<file path="config.mk">
export PLATFORM = sky130hd
export DESIGN_NAME = cordic_arbiter_flat
export DESIGN_NICKNAME = d
export VERILOG_FILES = /design/src/rtl/cordic_arbiter_if.sv /design/src/rtl/cordic_arbiter.sv /design/src/flat_wrapper.sv
export SDC_FILE = /design/constraint.sdc
export NUM_CORES = 1
export LEC_CHECK = 0
export BUFFER_PORTS_ARGS = -buffer_cell sky130_fd_sc_hd__buf_2
export CAP_MARGIN = 10
export CELL_PAD_IN_SITES_DETAIL_PLACEMENT = 0
export CELL_PAD_IN_SITES_GLOBAL_PLACEMENT = 1
export CORE_MARGIN = 3
export CORE_UTILIZATION = 48
export DETAILED_ROUTE_END_ITERATION = 8
export GPL_TIMING_DRIVEN = 0
export PLACE_DENSITY = 0.89
export SETUP_SLACK_MARGIN = 0.02
export SLEW_MARGIN = 15
export SYNTH_ARGS = -nofsm -noshare
export SYNTH_HDL_FRONTEND = slang
export SYNTH_SLANG_ARGS = --single-unit
</file>
<file path="constraint.sdc">
create_clock -name clk -period 3.6 [get_ports clk]
set_input_delay 0 -clock clk [delete_from_list [all_inputs] [get_ports clk]]
set_output_delay 0 -clock clk [all_outputs]
set_load 0.005 [all_outputs]
</file>
<file path="src/rtl/cordic_arbiter_if.sv">
// Handshake bundle between two requesters, the arbiter and the shared CORDIC pipeline.
// slave: arbiter view. master: requesters plus CORDIC pipeline view.
interface cordic_arbiter_if;
    logic        a_req_valid;
    logic        a_req_ready;
    logic [31:0] a_req_radian;
    logic        b_req_valid;
    logic        b_req_ready;
    logic [31:0] b_req_radian;

    logic        a_rsp_valid;
    logic        a_rsp_ready;
    logic [15:0] a_rsp_sin;
    logic [15:0] a_rsp_cos;
    logic        b_rsp_valid;
    logic        b_rsp_ready;
    logic [15:0] b_rsp_sin;
    logic [15:0] b_rsp_cos;

    logic        cordic_valid_in;
    logic [31:0] cordic_radian;
    logic        cordic_valid_out;
    logic [15:0] cordic_sin;
    logic [15:0] cordic_cos;

    modport slave (
        input  a_req_valid, a_req_radian, b_req_valid, b_req_radian,
        output a_req_ready, b_req_ready,
        input  a_rsp_ready, b_rsp_ready,
        output a_rsp_valid, a_rsp_sin, a_rsp_cos, b_rsp_valid, b_rsp_sin, b_rsp_cos,
        output cordic_valid_in, cordic_radian,
        input  cordic_valid_out, cordic_sin, cordic_cos
    );

    modport master (
        output a_req_valid, a_req_radian, b_req_valid, b_req_radian,
        input  a_req_ready, b_req_ready,
        output a_rsp_ready, b_rsp_ready,
        input  a_rsp_valid, a_rsp_sin, a_rsp_cos, b_rsp_valid, b_rsp_sin, b_rsp_cos,
        input  cordic_valid_in, cordic_radian,
        output cordic_valid_out, cordic_sin, cordic_cos
    );
endinterface

</file>
<file path="src/rtl/cordic_arbiter.sv">
// Round-robin arbiter sharing one fixed-latency CORDIC pipeline between two requesters.
// Results are routed back by a tag shift register that mirrors the pipeline; per-requester
// credits bound in-flight plus buffered results so the response FIFOs never overflow.
module cordic_arbiter #(
    parameter int unsigned LATENCY    = 16,
    parameter int unsigned FIFO_DEPTH = 4
) (
    input  logic            clk,
    input  logic            reset,
    cordic_arbiter_if.slave bus,
    output logic            err
);
    localparam int unsigned   PW          = $clog2(FIFO_DEPTH);
    localparam int unsigned   CW          = PW + 1;
    localparam logic [CW-1:0] CREDIT_FULL = CW'(FIFO_DEPTH);

    // Index 0 is requester A, index 1 is requester B.
    logic [1:0]         req_valid, rsp_ready, elig, grant, push, pop, empty, full;
    logic [31:0]        req_radian [2];
    logic [31:0]        head [2];
    logic               accept, grant_id;
    logic               tag_out_valid, tag_out_owner, hit, proto_err, overflow;

    logic               last_grant_q;
    logic [LATENCY-1:0] tag_valid_q, tag_owner_q;
    logic [CW-1:0]      credit_q [2];
    logic [CW-1:0]      count_q [2];
    logic [PW-1:0]      wptr_q [2];
    logic [PW-1:0]      rptr_q [2];
    logic [31:0]        mem_q [2][FIFO_DEPTH];
    logic               err_q;

    // Grant selection, result routing and FIFO handshake decode
    always_comb begin
        req_valid     = {bus.b_req_valid, bus.a_req_valid};
        rsp_ready     = {bus.b_rsp_ready, bus.a_rsp_ready};
        req_radian[0] = bus.a_req_radian;
        req_radian[1] = bus.b_req_radian;
        tag_out_valid = tag_valid_q[LATENCY-1];
        tag_out_owner = tag_owner_q[LATENCY-1];
        hit           = bus.cordic_valid_out && tag_out_valid;
        proto_err     = bus.cordic_valid_out != tag_out_valid;
        elig          = '0;
        grant         = '0;
        push          = '0;
        pop           = '0;
        empty         = '0;
        full          = '0;
        overflow      = 1'b0;
        for (int i = 0; i < 2; i++) begin
            elig[i]  = req_valid[i] && (credit_q[i] != '0);
            empty[i] = count_q[i] == '0;
            full[i]  = count_q[i] == CREDIT_FULL;
            pop[i]   = !empty[i] && rsp_ready[i];
            head[i]  = empty[i] ? '0 : mem_q[i][rptr_q[i]];
        end
        // Reset gates the grant so req_ready reads low while reset is held.
        if (reset) begin
            if (elig[0] && (!elig[1] || last_grant_q)) begin
                grant[0] = 1'b1;
            end else if (elig[1]) begin
                grant[1] = 1'b1;
            end
        end
        accept   = |grant;
        grant_id = grant[1];
        for (int i = 0; i < 2; i++) begin
            if (hit && (tag_out_owner == 1'(i))) begin
                // A pop in the same cycle frees the slot, so a full FIFO can still take it.
                if (full[i] && !pop[i]) begin
                    overflow = 1'b1;
                end else begin
                    push[i] = 1'b1;
                end
            end
        end
    end

    assign bus.a_req_ready     = grant[0];
    assign bus.b_req_ready     = grant[1];
    assign bus.cordic_valid_in = accept;
    assign bus.cordic_radian   = accept ? req_radian[grant_id] : '0;
    assign bus.a_rsp_valid     = !empty[0];
    assign bus.a_rsp_sin       = head[0][31:16];
    assign bus.a_rsp_cos       = head[0][15:0];
    assign bus.b_rsp_valid     = !empty[1];
    assign bus.b_rsp_sin       = head[1][31:16];
    assign bus.b_rsp_cos       = head[1][15:0];
    assign err                 = err_q;

    // Round-robin pointer, tag pipeline, credits, FIFO pointers and sticky error
    always_ff @(posedge clk or negedge reset) begin
        if (!reset) begin
            last_grant_q <= 1'b1;
            tag_valid_q  <= '0;
            tag_owner_q  <= '0;
            err_q        <= 1'b0;
            for (int i = 0; i < 2; i++) begin
                credit_q[i] <= CREDIT_FULL;
                count_q[i]  <= '0;
                wptr_q[i]   <= '0;
                rptr_q[i]   <= '0;
            end
        end else begin
            if (accept) begin
                last_grant_q <= grant_id;
            end
            tag_valid_q[0] <= accept;
            tag_owner_q[0] <= grant_id;
            for (int s = 1; s < LATENCY; s++) begin
                tag_valid_q[s] <= tag_valid_q[s-1];
                tag_owner_q[s] <= tag_owner_q[s-1];
            end
            for (int i = 0; i < 2; i++) begin
                credit_q[i] <= credit_q[i] - CW'(grant[i]) + CW'(pop[i]);
                count_q[i]  <= count_q[i] + CW'(push[i]) - CW'(pop[i]);
                if (push[i]) begin
                    wptr_q[i] <= wptr_q[i] + PW'(1);
                end
                if (pop[i]) begin
                    rptr_q[i] <= rptr_q[i] + PW'(1);
                end
            end
            if (proto_err || overflow) begin
                err_q <= 1'b1;
            end
        end
    end

    // FIFO storage; reads are masked by occupancy so no reset is needed
    always_ff @(posedge clk) begin
        for (int i = 0; i < 2; i++) begin
            if (push[i]) begin
                mem_q[i][wptr_q[i]] <= {bus.cordic_sin, bus.cordic_cos};
            end
        end
    end
endmodule

</file>
<file path="src/flat_wrapper.sv">
// flat-port wrapper written by rule: the top's interface ports become plain ports
module cordic_arbiter_flat 
#(
    parameter int unsigned LATENCY    = 16,
    parameter int unsigned FIFO_DEPTH = 4
)
  (clk, reset, err, bus_a_req_valid, bus_a_req_radian, bus_b_req_valid, bus_b_req_radian, bus_a_req_ready, bus_b_req_ready, bus_a_rsp_ready, bus_b_rsp_ready, bus_a_rsp_valid, bus_a_rsp_sin, bus_a_rsp_cos, bus_b_rsp_valid, bus_b_rsp_sin, bus_b_rsp_cos, bus_cordic_valid_in, bus_cordic_radian, bus_cordic_valid_out, bus_cordic_sin, bus_cordic_cos);
  cordic_arbiter_if bus_i ();
  input  logic clk;
  input  logic reset;
  output logic err;
  input wire logic [$bits(bus_i.a_req_valid)-1:0] bus_a_req_valid;
  input wire logic [$bits(bus_i.a_req_radian)-1:0] bus_a_req_radian;
  input wire logic [$bits(bus_i.b_req_valid)-1:0] bus_b_req_valid;
  input wire logic [$bits(bus_i.b_req_radian)-1:0] bus_b_req_radian;
  output wire logic [$bits(bus_i.a_req_ready)-1:0] bus_a_req_ready;
  output wire logic [$bits(bus_i.b_req_ready)-1:0] bus_b_req_ready;
  input wire logic [$bits(bus_i.a_rsp_ready)-1:0] bus_a_rsp_ready;
  input wire logic [$bits(bus_i.b_rsp_ready)-1:0] bus_b_rsp_ready;
  output wire logic [$bits(bus_i.a_rsp_valid)-1:0] bus_a_rsp_valid;
  output wire logic [$bits(bus_i.a_rsp_sin)-1:0] bus_a_rsp_sin;
  output wire logic [$bits(bus_i.a_rsp_cos)-1:0] bus_a_rsp_cos;
  output wire logic [$bits(bus_i.b_rsp_valid)-1:0] bus_b_rsp_valid;
  output wire logic [$bits(bus_i.b_rsp_sin)-1:0] bus_b_rsp_sin;
  output wire logic [$bits(bus_i.b_rsp_cos)-1:0] bus_b_rsp_cos;
  output wire logic [$bits(bus_i.cordic_valid_in)-1:0] bus_cordic_valid_in;
  output wire logic [$bits(bus_i.cordic_radian)-1:0] bus_cordic_radian;
  input wire logic [$bits(bus_i.cordic_valid_out)-1:0] bus_cordic_valid_out;
  input wire logic [$bits(bus_i.cordic_sin)-1:0] bus_cordic_sin;
  input wire logic [$bits(bus_i.cordic_cos)-1:0] bus_cordic_cos;
  assign bus_i.a_req_valid = bus_a_req_valid;
  assign bus_i.a_req_radian = bus_a_req_radian;
  assign bus_i.b_req_valid = bus_b_req_valid;
  assign bus_i.b_req_radian = bus_b_req_radian;
  assign bus_a_req_ready = bus_i.a_req_ready;
  assign bus_b_req_ready = bus_i.b_req_ready;
  assign bus_i.a_rsp_ready = bus_a_rsp_ready;
  assign bus_i.b_rsp_ready = bus_b_rsp_ready;
  assign bus_a_rsp_valid = bus_i.a_rsp_valid;
  assign bus_a_rsp_sin = bus_i.a_rsp_sin;
  assign bus_a_rsp_cos = bus_i.a_rsp_cos;
  assign bus_b_rsp_valid = bus_i.b_rsp_valid;
  assign bus_b_rsp_sin = bus_i.b_rsp_sin;
  assign bus_b_rsp_cos = bus_i.b_rsp_cos;
  assign bus_cordic_valid_in = bus_i.cordic_valid_in;
  assign bus_cordic_radian = bus_i.cordic_radian;
  assign bus_i.cordic_valid_out = bus_cordic_valid_out;
  assign bus_i.cordic_sin = bus_cordic_sin;
  assign bus_i.cordic_cos = bus_cordic_cos;
  cordic_arbiter #(.LATENCY(LATENCY), .FIFO_DEPTH(FIFO_DEPTH)) u_core (.clk(clk), .reset(reset), .bus(bus_i), .err(err));
endmodule
</file>
; Word level (Yosys, flattened, before mapping)
; Memories as Yosys holds them, arrays and structs flattened.
; Index checks and enable logic that the tools add are counted.
[classes]
order_cmp = 7
div = 0
mux = 35
addsub = 12
shifts = 0
bitwise = 6
reduce_logical = 25
eq_ne = 3
mul = 0
[ops]
columns = operator, n
row1 = two-way mux 128 bit, 4
row2 = two-way mux 32 bit, 12
row3 = binary-select mux 32 bit (select 2 bit), 2
row4 = demux 32 bit (select 2 bit), 2
row5 = OR reduction 128 bit, 1
row6 = two-way mux 1 bit, 14
row7 = adder 3 x 1 -> 3 bit, 4
row8 = >= comparator 3 bit (second input constant), 4
row9 = logical AND 1 bit, 12
row10 = inverter 2 -> 3 bit, 4
row11 = subtractor 3 x 1 -> 3 bit, 4
row12 = adder 2 x 1 -> 2 bit (second input constant), 4
row13 = equality test 3 bit (second input constant), 2
row14 = zero test 3 bit, 2
row15 = less-than comparator 3 x 1 -> 1 bit (second input constant), 2
row16 = nonzero test 3 bit, 2
row17 = zero test 1 bit, 5
row18 = >= comparator 2 bit (second input constant), 1
row19 = logical OR 1 bit, 2
row20 = two-way mux 2 bit, 1
row21 = inverter 1 -> 2 bit, 1
row22 = OR reduction 2 bit, 1
row23 = != test 1 bit, 1
row24 = inverter 1 bit, 1
[word_totals]
out_inout_bits = 102
register_bits = 54
n_memories = 1
word_cells = 101
ramBits = 256
mem_bits_ro = 0
latchBits = 0
[mem_list]
columns = memory, words, word_bits, read_ports, rd_clocked_by_memory_dff, write_ports, line_no
row1 = u_core.mem_q, 2, 128, 2, 0, 1, cordic_arbiter.sv:30  ; logic [31:0] mem_q [2][FIFO_DEPTH];

; Longest topological paths before layout
[logic_depth]
word_depth = 12
depth_mapped = 10

; Worst setup path after synthesis
; No wires, ideal clock.
[synth_timing]
path_kind = register to register
startpoint = reg u_core.credit_q[4] (netlist bit)
endpoint = reg u_core.credit_q[5] (netlist bit)
synth_period_minus_slack_ns = 2.565
path_slack_ns = 1.035
path_buffers = 1
path_stages_with_launch = 11
arrival_time_ns = 2.490
path_cell_list = dfrtp_1 > o31ai_1 > o21bai_1 > clkbuf_1 > nor2_1 > ha_1 > inv_1 > ha_1 > fa_1 > xnor2_1 > xnor2_1
[synth_via]
elab_chain_cells = 7
[synth_lines]
columns = item, line_no
row1 = "start, declared", cordic_arbiter.sv:26  ; logic [CW-1:0] credit_q [2];
row2 = "start signal, assigned by index", cordic_arbiter.sv:115  ; credit_q[i] <= credit_q[i] - CW'(grant[i]) + CW'(pop[i]);
row3 = nonzero test 3 bit, cordic_arbiter.sv:51  ; elig[i] = req_valid[i] && (credit_q[i] != '0);
row4 = logical AND 1 bit, cordic_arbiter.sv:51
row5 = logical AND 1 bit, cordic_arbiter.sv:59  ; if (elig[0] && (!elig[1] || last_grant_q)) begin
row6 = two-way mux 1 bit, cordic_arbiter.sv:59
row7 = two-way mux 2 bit, cordic_arbiter.sv:58  ; if (reset) begin
row8 = net bus_a_req_ready, flat_wrapper.sv:16  ; output wire logic [$bits(bus_i.a_req_ready)-1:0] bus_a_req_ready;
row9 = subtractor 3 x 1 -> 3 bit, cordic_arbiter.sv:115
row10 = adder 3 x 1 -> 3 bit, cordic_arbiter.sv:115
; The timed path passes the listed nets, and every way through them passes these cells.
; A chain may end at the register's enable or synchronous reset.

; Worst setup path in the final report
[layout_timing]
startpoint = reg u_core.credit_q[4] (netlist bit)
endpoint = reg u_core.credit_q[5] (netlist bit)
[layout_via]
elab_chain_cells = 7
[layout_lines]
columns = item, line_no
row1 = nonzero test 3 bit, cordic_arbiter.sv:51
row2 = logical AND 1 bit, cordic_arbiter.sv:51
row3 = logical AND 1 bit, cordic_arbiter.sv:59
row4 = two-way mux 1 bit, cordic_arbiter.sv:59
row5 = two-way mux 2 bit, cordic_arbiter.sv:58
row6 = subtractor 3 x 1 -> 3 bit (*), cordic_arbiter.sv:115
row7 = adder 3 x 1 -> 3 bit (*), cordic_arbiter.sv:115
; Mark *: on every way between the ends. The rest lies on a longest branch, timed or not.

==> results.sh <==
export IMPL_startpoint_type="flop"
export IMPL_max_slew_margin_pct=27.6
export IMPL_cts_buffers=29
export IMPL_viasPerCell=5.37
export IMPL_drc=0
export IMPL_cts_root_buf="clkbuf_16"
export IMPL_worst_ir_drop_vdd_mv=0.388
export IMPL_maxCapViolCount=0
export IMPL_status="completed"
export IMPL_dp_cells=1193
export IMPL_post_cts_buffers=0
export IMPL_rsz0062_at_grt="no"
export IMPL_grt_pass1_wl_mm=41.0
export IMPL_drt_pass1_iter_count=4
export IMPL_ant_nets=0
export IMPL_p_per_area_nw_per_um2=701
export IMPL_highest_layer="met4"
export IMPL_vias=6896
export IMPL_yosys_warnings=0
export IMPL_fmax_mhz=345
export IMPL_dieArea_um2=27400
export IMPL_cts_tree="built"
export IMPL_clock_skew_ps=6.14
export IMPL_die_width_um=166
export IMPL_wl_met1_mm=10.2
export IMPL_drv_slew=0
export IMPL_cp_data_required_time_ps=4050
export IMPL_final_fill_count=1803
export IMPL_intPower_mw=7.59
export IMPL_slowest_stage="dfrtp_1"
export IMPL_final_cell_mix="256 x edfxtp_1, 215 x buf_2, 65 x and2_1, 65 x nand2_1, 64 x mux4_2"
export IMPL_antenna_found_initial=0
export IMPL_fin_cells=1284
export IMPL_p_seq_share_pct=41.6
export IMPL_drt_iter0_drc=582
export IMPL_insertion_delay_ps=520
export IMPL_hpwlAfterDp_mm=16.8
export IMPL_diodes=0
export IMPL_p_switching_mw=2.95
export IMPL_wl_met3_mm=1.88
export IMPL_wl_mm=26.2
export IMPL_comb_power_share_pct=31.1
export IMPL_clkSlewWorstSetupHoldPaths_ps=60
export IMPL_register_area_um2=9040
export IMPL_syn_nets=783
export IMPL_grt_usage_pct=18.9
export IMPL_dr_wl_met2_mm=13.5
export IMPL_clkPwrFrac_pct=27.3
export IMPL_clockBufferDepth=3
export IMPL_nNetsFinal=1061
export IMPL_layout_commonest_cell="edfxtp_1"
export IMPL_io_buffers=204
export IMPL_finalCriticalPeriod_ps=2900
export IMPL_area_growth_synth_to_final_pct=23.0
export IMPL_die_h_um=166
export IMPL_crit_path_end_kind="flop"
export IMPL_cpPeakStageDelay_ps=400
export IMPL_drive_above_1_share_pct=35.6
export IMPL_finalPower_mw=10.5
export IMPL_cp_cell_sequence="o31ai_1 > o21bai_1 > clkbuf_1 > nor2_1 > ha_1 > inv_1 > ha_1 > fa_1 > xnor2_1 > xnor2_1"
export IMPL_reg2reg_from="u_core.credit_q[4]$_DFF_PN0_"
export IMPL_cp_startpoint="u_core.credit_q[4]$_DFF_PN0_"
export IMPL_p_leak_nw=5.67
export IMPL_avgSynthCellArea_um2=18.5
export IMPL_worstPathArrival_ps=3350
export IMPL_setup_slack_ps=703
export IMPL_grt_max_degree=58
export IMPL_crit_type="flop to flop"
export IMPL_setup_viol=0
export IMPL_grt_pass1_vias=7250
export IMPL_synth_seq_cells=310
export IMPL_hold_class="input pin to asynchronous set/reset pin"
export IMPL_routabilityCongestion=0.850
export IMPL_dp_slack_ps=697
export IMPL_fin_setup_tns_ps=0
export IMPL_cts_sink_count=310
export IMPL_fin_crit_sh_pct=80.5
export IMPL_synth_distinct_cells=35
export IMPL_io_pins=205
export IMPL_netlist_area_um2=12200
export IMPL_postSynthCellCount=661
export IMPL_switching_share_pct=28.0
export IMPL_max_slew_worst_pin_slew_ps=1080
export IMPL_multi_input_area_um2=2950
export IMPL_gr_total_overflow=0
export IMPL_crit_fanout=10
export IMPL_start_util_pct=49.6
export IMPL_rows=57
export IMPL_yosysSeqAreaShare_pct=73.9
export IMPL_wl_per_cell_um=20.4
export IMPL_htreeDepth=1
export IMPL_core_um2=24700
export IMPL_hold_violations=0
metal layers:
layer / up-vias / track usage (%)
met1: 3453 / 24.1
li1: 3074 / -
met2: 326 / 33.4
met3: 43 / 3.79
met4: 0 / 5.32
met5: - / 0
final timing paths:
path / to / slack (ps) / cells past startpoint
min in group clk: u_core.mem_q[0][50]$_DFFE_PP_ / 290 / 2
hold / removal: u_core.tag_valid_q[3]$_DFF_PN0_ / 50 / 2
setup / recovery: u_core.credit_q[5]$_DFF_PN1_ / 700 / 10
hold reg to reg: u_core.tag_owner_q[9]$_DFF_PN0_ / 350 / 0
setup reg to reg: u_core.credit_q[5]$_DFF_PN1_ / 700 / 10
max in group asynchronous: u_core.count_q[0]$_DFF_PN0_ / 3060 / 2
sequential cells by signal (all words and copies together), names as in the netlist:
name and flops:
u_core.count_q 6, u_core.credit_q 6, u_core.err 1, u_core.last_grant_q 1
u_core.mem_q 256, u_core.rptr_q 4, u_core.tag_owner_q 16, u_core.tag_valid_q 16
u_core.wptr_q 4
Yosys cell counts, drive strengths merged:
master    n  area, um2
o22ai    32        200
or3       2       13.8
a21o      1       7.51
o311a     1       10.0
mux2i     1       10.0
dfstp     3       78.8
ha       15        188
a21bo     1       10.0
dfrtp    51       1280
or4b      2       20.0
and2     73        462
o21bai    1       7.51
mux2      2       30.0
mux4     64       1440
or2       1       6.26
o31ai     3       22.5
a211o     1       8.76
edfxtp  256       7690
buf      14       82.6
nor3      1       5.00
xor2      1       8.76
clkbuf   26       97.6
xnor2    14        123
and3b     1       8.76
fa        4       80.1
nand3     2       10.0
inv      17       63.8
a21oi     2       10.0
and3      1       6.26
nor2      2       7.51
nand2    65        244
o311ai    1       8.76
area by class of cell:
| class | count | area share (%) |
|---|---|---|
| Sequential cell | 310 | 60.1 |
| Multi-Input combinational cell | 294 | 19.6 |
| Timing Repair Buffer | 247 | 9.93 |
| Clock buffer | 44 | 5.66 |
| Tap cell | 324 | 2.69 |
| Buffer | 40 | 1.20 |
| Inverter | 17 | 0.424 |
| Clock inverter | 8 | 0.399 |
worst max-delay path: cells and delay by family (launching register included):
| family | cells | cell delay, ps |
|---|---|---|
| adder cells (fa/ha/maj) | 3 | 860 |
| AO/OA/AOI/OAI | 2 | 680 |
| buffers and inverters | 2 | 430 |
| flip-flops | 1 | 400 |
| XOR/XNOR | 2 | 330 |
| AND/OR/NAND/NOR | 1 | 120 |
what timing repair did:
action,in CTS,in global routing
hold buffers,39,0
resized for setup,0,0
hold endpoints to repair,317,0
power by group through the flow:
stage	logic (mW)	clock network, mW	registers (mW)
after floorplan	2.05	0	4.41
after global placement	3.19	0	4.44
after detailed placement	3.29	0	4.45
after CTS	3.36	2.92	4.39
after global routing	3.64	3.08	4.42
final	3.28	2.88	4.39
cell families after synthesis:
kind of cell	Yosys count	share of synthesized area, %
flip-flops	310	73.9
AND/OR/NAND/NOR	150	6.40
multiplexers	67	12.1
buffers and inverters	57	1.99
AO/OA/AOI/OAI	43	2.33
adder cells (fa/ha/maj)	19	2.19
XOR/XNOR	15	1.07
through the flow:
step | hold slack, ps | utilization [%] | area, um2
detailed placement | 94.2 | 55.7 | 13700
CTS | 95.4 | 61.0 | 15100
global route | 131 | 61.0 | 15100
floorplan | -296 | - | 12200
finish | 54.6 | 61.0 | 15100
global placement | 264 | 55.4 | 13700
No activity file was read; power rests on OpenSTA's default activity.
